--- config.mk ---
export PLATFORM = sky130hd
export DESIGN_NAME = sips4_controller
export DESIGN_NICKNAME = d
export VERILOG_FILES = /design/src/rtl/sips4_pkg.sv /design/src/rtl/sips4_decoder.sv /design/src/rtl/sips4_controller.sv
export SDC_FILE = /design/constraint.sdc
export NUM_CORES = 1
export LEC_CHECK = 0
export ABC_CLOCK_PERIOD_IN_PS = 1800
export CORE_MARGIN = 2
export CORE_UTILIZATION = 32
export DETAILED_ROUTE_END_ITERATION = 8
export PLACE_DENSITY = 0.74
export SYNTH_ARGS = -nofsm -noshare
export SYNTH_HDL_FRONTEND = slang
export SYNTH_SLANG_ARGS = --single-unit
--- constraint.sdc ---
create_clock -name clk -period 1.8 [get_ports clk]
set_clock_uncertainty 0.05 [all_clocks]
set_input_delay 0.45 -clock clk [delete_from_list [all_inputs] [get_ports clk]]
set_output_delay 0.45 -clock clk [all_outputs]
set_load 0.02 [all_outputs]
--- src/rtl/sips4_pkg.sv ---
// Shared opcodes, ALU codes, flag indices, FSM states and the decoded control bundle for the
// SIPS4 sequencer.
package sips4_pkg;

  // Opcode is inst[15:11]; any opcode with inst[15]==OP_ALU is an ALU operation.
  localparam logic       OP_ALU = 1'b0;
  localparam logic [4:0] OP_JMP = 5'b10000;
  localparam logic [4:0] OP_BCC = 5'b10001;
  localparam logic [4:0] OP_JAL = 5'b10010;
  localparam logic [4:0] OP_LD  = 5'b10100;
  localparam logic [4:0] OP_ST  = 5'b10101;
  localparam logic [4:0] OP_IN  = 5'b10110;
  localparam logic [4:0] OP_OUT = 5'b10111;

  localparam logic [3:0] ALU_ADD = 4'h0;
  localparam logic [3:0] ALU_SUB = 4'h1;
  localparam logic [3:0] ALU_AND = 4'h2;
  localparam logic [3:0] ALU_OR  = 4'h3;
  localparam logic [3:0] ALU_XOR = 4'h4;

  // Bit positions within the {N,Z,C,V} flag vector.
  localparam int unsigned FLAG_N = 3;
  localparam int unsigned FLAG_Z = 2;
  localparam int unsigned FLAG_C = 1;
  localparam int unsigned FLAG_V = 0;

  typedef enum logic [1:0] {
    StStop = 2'd0,
    StExec = 2'd1,
    StMemw = 2'd2,
    StHalt = 2'd3
  } state_e;

  typedef struct packed {
    logic       reg_write;
    logic       mem_write;
    logic       alu_src;
    logic       pc_src;
    logic       port_write;
    logic [3:0] alu_control;
    logic       pc_en;
    logic       is_alu;
    logic       is_load;
    logic       is_halt;
  } ctrl_t;

endpackage

--- src/rtl/sips4_decoder.sv ---
// Combinational instruction decoder: inst (plus registered flags for BCC) -> control strobes,
// as seen in the EXEC cycle. State gating happens in the controller.
module sips4_decoder
  import sips4_pkg::*;
#(
  parameter logic [4:0] HALT_OP = 5'b11111
) (
  input  logic [15:0] inst,
  input  logic [3:0]  flags,
  output ctrl_t       ctrl
);

  logic [4:0] op;
  logic       unused_inst;

  assign op          = inst[15:11];
  // Immediate and write-address fields belong to the datapath.
  assign unused_inst = ^{inst[10:4], inst[2]};

  always_comb begin
    ctrl             = '0;
    ctrl.alu_control = ALU_ADD;
    if (op == HALT_OP) begin
      ctrl.is_halt = 1'b1;
    end else if (op[4] == OP_ALU) begin
      ctrl.alu_control = op[3:0];
      ctrl.alu_src     = inst[0];
      ctrl.reg_write   = 1'b1;
      ctrl.pc_en       = 1'b1;
      ctrl.is_alu      = 1'b1;
    end else begin
      case (op)
        OP_JMP: begin
          ctrl.alu_src = 1'b1;
          ctrl.pc_src  = 1'b1;
          ctrl.pc_en   = 1'b1;
        end
        OP_BCC: begin
          ctrl.alu_src = 1'b1;
          ctrl.pc_src  = flags[inst[1:0]] ^ inst[3];
          ctrl.pc_en   = 1'b1;
        end
        OP_JAL: begin
          ctrl.alu_src   = 1'b1;
          ctrl.pc_src    = 1'b1;
          ctrl.reg_write = 1'b1;
          ctrl.pc_en     = 1'b1;
        end
        // First load cycle: address out, PC held, no write-back yet.
        OP_LD: begin
          ctrl.alu_src = inst[0];
          ctrl.is_load = 1'b1;
        end
        OP_ST: begin
          ctrl.alu_src   = inst[0];
          ctrl.mem_write = 1'b1;
          ctrl.pc_en     = 1'b1;
        end
        OP_IN: begin
          ctrl.alu_src   = 1'b1;
          ctrl.reg_write = 1'b1;
          ctrl.pc_en     = 1'b1;
        end
        OP_OUT: begin
          ctrl.alu_src    = 1'b1;
          ctrl.port_write = 1'b1;
          ctrl.pc_en      = 1'b1;
        end
        default: ctrl.pc_en = 1'b1;
      endcase
    end
  end

endmodule

--- src/rtl/sips4_controller.sv ---
// SIPS4 sequencer: run/step/halt FSM, two-cycle load stall, NZCV flag register and state
// gating of the decoded control strobes.
module sips4_controller
  import sips4_pkg::*;
#(
  parameter bit         RESET_RUN = 1'b1,
  parameter logic [4:0] HALT_OP   = 5'b11111
) (
  input  logic        clk,
  input  logic        rst_n,
  input  logic        run,
  input  logic        step,
  input  logic [15:0] inst,
  input  logic [3:0]  alu_flags,
  output logic        RegWrite,
  output logic        MemWrite,
  output logic        ALUSrc,
  output logic        PCSrc,
  output logic        PortWrite,
  output logic [3:0]  ALUControl,
  output logic        pc_en,
  output logic [3:0]  flags,
  output logic        halted
);

  state_e     state_q, state_d;
  logic       stepping_q, stepping_d;
  logic [3:0] flags_q;
  ctrl_t      dec;
  ctrl_t      out;
  logic       keep_running;
  logic       unused_ctrl;

  sips4_decoder #(
    .HALT_OP(HALT_OP)
  ) u_decoder (
    .inst (inst),
    .flags(flags_q),
    .ctrl (dec)
  );

  always_ff @(posedge clk or negedge rst_n) begin
    if (!rst_n) begin
      state_q    <= RESET_RUN ? StExec : StStop;
      stepping_q <= 1'b0;
      flags_q    <= 4'h0;
    end else begin
      state_q    <= state_d;
      stepping_q <= stepping_d;
      if (state_q == StExec && dec.is_alu) begin
        flags_q <= alu_flags;
      end
    end
  end

  // A single-step instruction always retires into STOP, regardless of run.
  assign keep_running = run && !stepping_q;

  always_comb begin
    state_d    = state_q;
    stepping_d = stepping_q;
    unique case (state_q)
      StStop: begin
        if (run) begin
          state_d    = StExec;
          stepping_d = 1'b0;
        end else if (step) begin
          state_d    = StExec;
          stepping_d = 1'b1;
        end
      end
      StExec: begin
        if (dec.is_halt) begin
          state_d    = StHalt;
          stepping_d = 1'b0;
        end else if (dec.is_load) begin
          state_d = StMemw;
        end else begin
          state_d    = keep_running ? StExec : StStop;
          stepping_d = 1'b0;
        end
      end
      StMemw: begin
        state_d    = keep_running ? StExec : StStop;
        stepping_d = 1'b0;
      end
      StHalt: state_d = StHalt;
      default: state_d = StStop;
    endcase
  end

  // Reset gates strobes combinationally so an in-flight load never writes back.
  always_comb begin
    out             = '0;
    out.alu_control = ALU_ADD;
    if (rst_n) begin
      unique case (state_q)
        StExec: out = dec;
        StMemw: begin
          out.alu_src   = inst[0];
          out.reg_write = 1'b1;
          out.pc_en     = 1'b1;
        end
        default: ;
      endcase
    end
  end

  assign unused_ctrl = ^{out.is_alu, out.is_load, out.is_halt};

  assign RegWrite   = out.reg_write;
  assign MemWrite   = out.mem_write;
  assign ALUSrc     = out.alu_src;
  assign PCSrc      = out.pc_src;
  assign PortWrite  = out.port_write;
  assign ALUControl = out.alu_control;
  assign pc_en      = out.pc_en;
  assign flags      = flags_q;
  assign halted     = (state_q == StHalt);

endmodule

==> impl_metrics.yaml, run 1 <==
logic_synthesis:
  synth_area_leader_cell: "dfrtp_1"
  synth_common_cells: "nor2_1 (8), dfrtp_1 (6)"
  synth_cell_types: 33
  synth_xor_xnor_area_share_pct: 1.37
  synth_edf_count: 0
  yosys.area.top_type_share_pct: 23.5
  yosys_warnings: 0
  yosysSeqAreaShare_pct: 27.6
  synth.most_common_cell: "nor2_1"
  synthSimpleGateAreaFrac_pct: 27.1
  netlist_instances: 72
  synth_top_family_by_area: "simple AND/OR/NAND/NOR gates"
  netlist_area_um2: 638
  yosys-mux-area-fraction_pct: 12.4
  synth_area_leaders: "dfrtp_1 (24%), ha_1 (9.8%), mux2_2 (8.8%)"
  ys_ff_latch: 7
  synth_compound_area_share_pct: 13.7
  syn_nets: 101
  ys.flop_type: "dfrtp_1"
  avgSynthCellArea_um2: 8.86
  async_flop_share_pct: 100
  synthAdderAreaFrac_pct: 9.80
die:
  start_util_pct: 33.2
  die-area_um2: 2370
  core-area_um2: 1920
  io_pins: 39
  die_x_um: 48.7
  num_rows: 16
  die_h_um: 48.7
worst_setup_path:
  cp_max_fo: 2
  worstSetupPathType: "reg -> out"
  required_ps: 1300
  rr_worst_depth: 7
  path_depth: 5
  arrival_ps: 1730
  slowest_stage: "mux4_2"
  rrSetupSlack_ps: 40
  cpLargestDelayFamily: "multiplexers"
  max_stage_delay_ps: 470
  crit_chain: "mux4_2 > xnor2_1 > o21ai_1 > and4b_2 > buf_6"
  critical_path_buf_inv_count: 1
  r2r-end: "stepping_q"
  r2r-start: "state_q[0]"
  cp-start-kind: "flop"
  cp-end-kind: "output pin"
finish:
  layout-drive-gt1-share_pct: 63.0
  stdcell_area_um2: 1380
  fin_nets: 165
  syn2layout_area_growth_pct: 117
  diodes: 0
routing:
  ant_nets: 0
  drt_pass1_iterations: 4
  drtIter0Drc: 8
  vias_per_cell: 4.97
  drcViolationCount: 0
  wl_um: 2440
  vias: 805
  avgRoutedWirePerCell_um: 15.1
sta:
  finalCriticalPeriod_ps: 2230
  hold_viol_final: 0
  period_share_pct: 124
  finalMaxSlewViolations: 0
  setup_ws_ps: -427
  relSlewSlack_pct: 78.5
  rsz0062_at_grt: "true"
  holdWs_ps: 461
  fin_setup_tns_ps: -2710
  fmax_mhz: 449
  tightest_slew_ps: 319
  setup_violations: 10
pwr:
  p_leak_nw: 0.618
  power_frac_clock_pct: 9.8
  ir_worst_vdd_uv: 678
  seqPwrFrac_pct: 19.2
  p_sw_mw: 0.603
  power_density_nw_per_um2: 1080
  power_mw: 1.50
  p_int_mw: 0.892
  power_frac_comb_pct: 70.9
  p_sw_share_pct: 40.4
clocking:
  cts_inserted_buffers: 3
  clockBufferDepth: 2
  tritoncts: "done"
  cts.sinks: 7
  h-tree-depth: 1
  cts-root-buf: "clkbuf_4"
  clkLatencyLatePin_ps: 250
  clkTransAtPathRegs_ps: 60
global_routing:
  grt_max_degree: 13
  first_global_vias: 873
  grt-ovfl-total: 0
  grt_pass1_wl_um: 4000
  antenna_found_initial: 0
  track_usage_pct: 21.9
place:
  port_buffers: 30
  hpwlAfterDp_um: 1530
  placed_area_um2: 1150
  gp_congestion: 0.755
min_path:
  holdCritPathClass: "reg -> reg"
  hold_start: "stepping_q"
  hold_depth: 1
  holdPathEnd: "stepping_q"
outcome:
  status: "complete, but fails checks"
  violations: "negative setup slack"
job:
  maxCapViolations: 0
==> layout by cell type, fill, tap and decap left out, types with 2 or more instances in the layout <==
cell type / netlist / routed
buf_4: 0 / 27
clkdlybuf4s50_1: 0 / 8
ha_4: 0 / 3
and3_4: 0 / 4
nor2_4: 0 / 4
dfrtp_1: 6 / 5
nand2_1: 5 / 3
buf_6: 0 / 15
ha_1: 5 / 2
o21ai_1: 1 / 2
inv_1: 5 / 4
dlygate4sd2_1: 0 / 6
clkbuf_4: 0 / 3
buf_2: 1 / 5
mux2_2: 5 / 5
nor2_1: 8 / 3
nand2b_1: 3 / 2
o31ai_1: 2 / 2
==> cell type report <==
| cell class | instances | area, µm² |
|---|---|---|
| Clock buffer | 4 | 26.3 |
| Inverter | 5 | 23.8 |
| Tap cell | 27 | 33.8 |
| Timing Repair Buffer | 62 | 541 |
| Sequential cell | 7 | 178 |
| Multi-Input combinational cell | 57 | 582 |
| Fill cell | 151 | 538 |
==> metrics by stage <==
| stage | util [%] | instances | setup WS [ps] |
|---|---|---|---|
| after detailed placement | 60.1 | 153 | -1230 |
| after CTS | 69.4 | 162 | -436 |
| after global routing | 72.0 | 162 | -508 |
| after global placement | 60.1 | 153 | -1210 |
| final | 72.0 | 162 | -427 |
| after floorplan | - | 72 | -143 |
==> what timing repair did <==
action                                  in CTS  in global routing
endpoints found under the setup margin      16                 12
pin swaps                                   16                 12
resized for setup                          115                 14
hold buffers                                 0                  0
setup buffers                                6                  1
==> how the worst max path moves through the flow <==
stage | startpoint | to | slack, ps
after detailed placement | inst[0] | PCSrc | -1230
after CTS | flags[2] | PCSrc | -440
final | flags[2] | PCSrc | -430
after global routing | flags[3] | PCSrc | -510
after global placement | inst[0] | PCSrc | -1210
after floorplan | inst[0] | PCSrc | -140
==> state kept, by name (all words and copies together), names as in the netlist <==
| signal | cells |
|---|---|
| stepping_q | 1 |
| flags | 4 |
| state_q | 2 |
==> power groups by stage <==
stage / clock network [mW] / registers [mW] / logic [mW]
after floorplan: 0 / 0.338 / 0.338
after global placement: 0 / 0.275 / 0.784
after detailed placement: 0 / 0.281 / 0.802
after CTS: 0.148 / 0.287 / 0.975
after global routing: 0.163 / 0.299 / 1.13
final: 0.147 / 0.288 / 1.06
==> logic make-up after synthesis <==
logic type / Yosys count
buf+inv: 8
xor+xnor: 1
flops: 7
compound gates: 13
simple gates: 32
fa+ha+maj: 5
mux: 6
==> layer usage <==
layer	vias to the layer above	GRT usage, %	share of wire, %
li1	386	-	-
met1	380	24.6	39
met2	33	39.3	53
met3	6	4.63	5.6
met4	0	10.0	2.0
met5	-	0	0
(Power assumes the default switching activity.)
==> run 2, diff against run 1 <==
- CAP_MARGIN: default -> 10
- RECOVER_POWER: default -> 50
==> run 2 against run 1 <==
Compared with the run above:
- the run still ends with negative setup slack left
- fmax is the same
- power shrank 0.22%
- largest power group unchanged
- cell area is the same
- flip-flop and latch count is the same
- sequential power is essentially flat
- register-to-register slack is essentially flat
- highest routed layer unchanged
- final cell count is the same
- non-clock buffer count is the same
- sequential share of layout area is the same
==> impl_metrics.yaml, run 2 (synthesis results as in run 1) <==
die:
  io_pins: 39
  die_x_um: 48.7
  die-area_um2: 2370
  die_h_um: 48.7
  core-area_um2: 1920
  num_rows: 16
  start_util_pct: 33.2
finish:
  syn2layout_area_growth_pct: 117
  layout-drive-gt1-share_pct: 63.0
  final_cell_mix: "buf_4 (25), buf_6 (15), clkdlybuf4s50_1 (7)"
  fin_cells: 162
  largest_reg_flops: 4
  final_common_cell: "buf_4"
  stdcell_area_um2: 1380
  fin_nets: 165
  diodes: 0
global_routing:
  grt-ovfl-total: 0
  first_global_vias: 873
  track_usage_pct: 21.9
  antenna_found_initial: 0
  grt_pass1_wl_um: 4000
  grt_max_degree: 13
worst_setup_path:
  cp-end-kind: "output pin"
  required_ps: 1300
  rrSetupSlack_ps: 40
  r2r-start: "state_q[0]"
  arrival_ps: 1730
  cp-start-kind: "flop"
  cp_max_fo: 2
  worstSetupPathType: "reg -> out"
  r2r-end: "stepping_q"
  rr_worst_depth: 7
min_path:
  hold_start: "stepping_q"
  holdCritPathClass: "reg -> reg"
  holdPathEnd: "stepping_q"
  hold_depth: 1
sta:
  fin_setup_tns_ps: -2710
  fmax_mhz: 449
  relSlewSlack_pct: 78.5
  finalMaxSlewViolations: 0
  setup_ws_ps: -427
  hold_viol_final: 0
  finalCriticalPeriod_ps: 2230
  rsz0062_at_grt: "true"
  period_share_pct: 124
  tightest_slew_ps: 319
  setup_violations: 10
clocking:
  cts.sinks: 7
  tritoncts: "done"
  clockBufferDepth: 2
  cts-root-buf: "clkbuf_4"
  clkTransAtPathRegs_ps: 60
  h-tree-depth: 1
  clkLatencyLatePin_ps: 250
  cts_inserted_buffers: 3
place:
  port_buffers: 30
  gp_congestion: 0.755
  hpwlAfterDp_um: 1530
  dp_cells: 153
  detailedPlace.worstSlack_ps: -1230
  placed_area_um2: 1150
routing:
  drcViolationCount: 0
  drtIter0Drc: 8
  ant_nets: 0
  drt_pass1_iterations: 4
  avgRoutedWirePerCell_um: 15.1
  vias_per_cell: 4.97
  vias: 805
  wl_um: 2440
job:
  maxCapViolations: 0
pwr:
  ir_worst_vdd_uv: 677
  p_leak_nw: 0.617
  power_density_nw_per_um2: 1080
outcome:
  status: "complete, but fails checks"
  violations: "negative setup slack"
## run 2: cell types whose count changed in the layout (fill, tap and decap cells not counted)
cell             delta
dlygate4sd3_1       +1
clkdlybuf4s50_1     -1
clkbuf_4            +2
buf_4               -2
## run 2: cell type report
type | instances | area (µm²)
fillers | 151 | 538
clock buffers | 4 | 26.3
well taps | 27 | 33.8
multi-input cells | 57 | 582
repair buffers | 62 | 541
inverters | 5 | 23.8
flip-flops and latches | 7 | 178
## run 2: through the flow
stage	util, %	power, mW	hold slack, ps
6_report	72.0	1.49	461
5_1_grt	72.0	1.59	465
4_1_cts	69.4	1.41	458
3_5_place_dp	60.1	1.08	438
3_3_place_gp	60.1	1.06	432
2_1_floorplan	-	0.676	104
## run 2: where the power goes
| group | leakage, nW | internal (mW) | switching (mW) |
|---|---|---|---|
| registers | 0.0832 | 0.238 | 0.0489 |
| clock network | 0.0150 | 0.0849 | 0.0618 |
| logic | 0.519 | 0.566 | 0.492 |
## run 2: layer usage
layer / wire [µm] / up-vias / global-route usage, %
li1: - / 386 / -
met1: 954 / 380 / 24.6
met2: 1300 / 33 / 39.3
met3: 136 / 6 / 4.63
met4: 48 / 0 / 10.0
met5: 0 / - / 0
## run 2: critical path, stage by stage (launching register included)
cell,delay (ps)
dfrtp_1,390
mux4_2,470
xnor2_1,140
o21ai_1,120
and4b_2,230
buf_6,110
## run 2: what timing repair did
| item | CTS | global route |
|---|---|---|
| hold buffers | 0 | 0 |
| buffers inserted | 6 | 1 |
| gates resized for setup | 115 | 14 |
| setup endpoints to repair | 16 | 12 |
| pin swaps | 16 | 12 |
## run 2: worst max-delay path by stage
| stage | startpoint | to | slack, ps | depth (start not counted) |
|---|---|---|---|---|
| global placement | inst[0] | PCSrc | -1210 | 6 |
| floorplan | inst[0] | PCSrc | -140 | 4 |
| detailed placement | inst[0] | PCSrc | -1230 | 6 |
| finish | flags[2] | PCSrc | -430 | 5 |
| global route | flags[3] | PCSrc | -510 | 5 |
| CTS | flags[2] | PCSrc | -440 | 5 |
==> run 3, diff against run 2 <==
- SLEW_MARGIN: default -> 15
==> results of run 3 <==
Same layout as run 2: the final DEF is identical, and so are final timing and power.
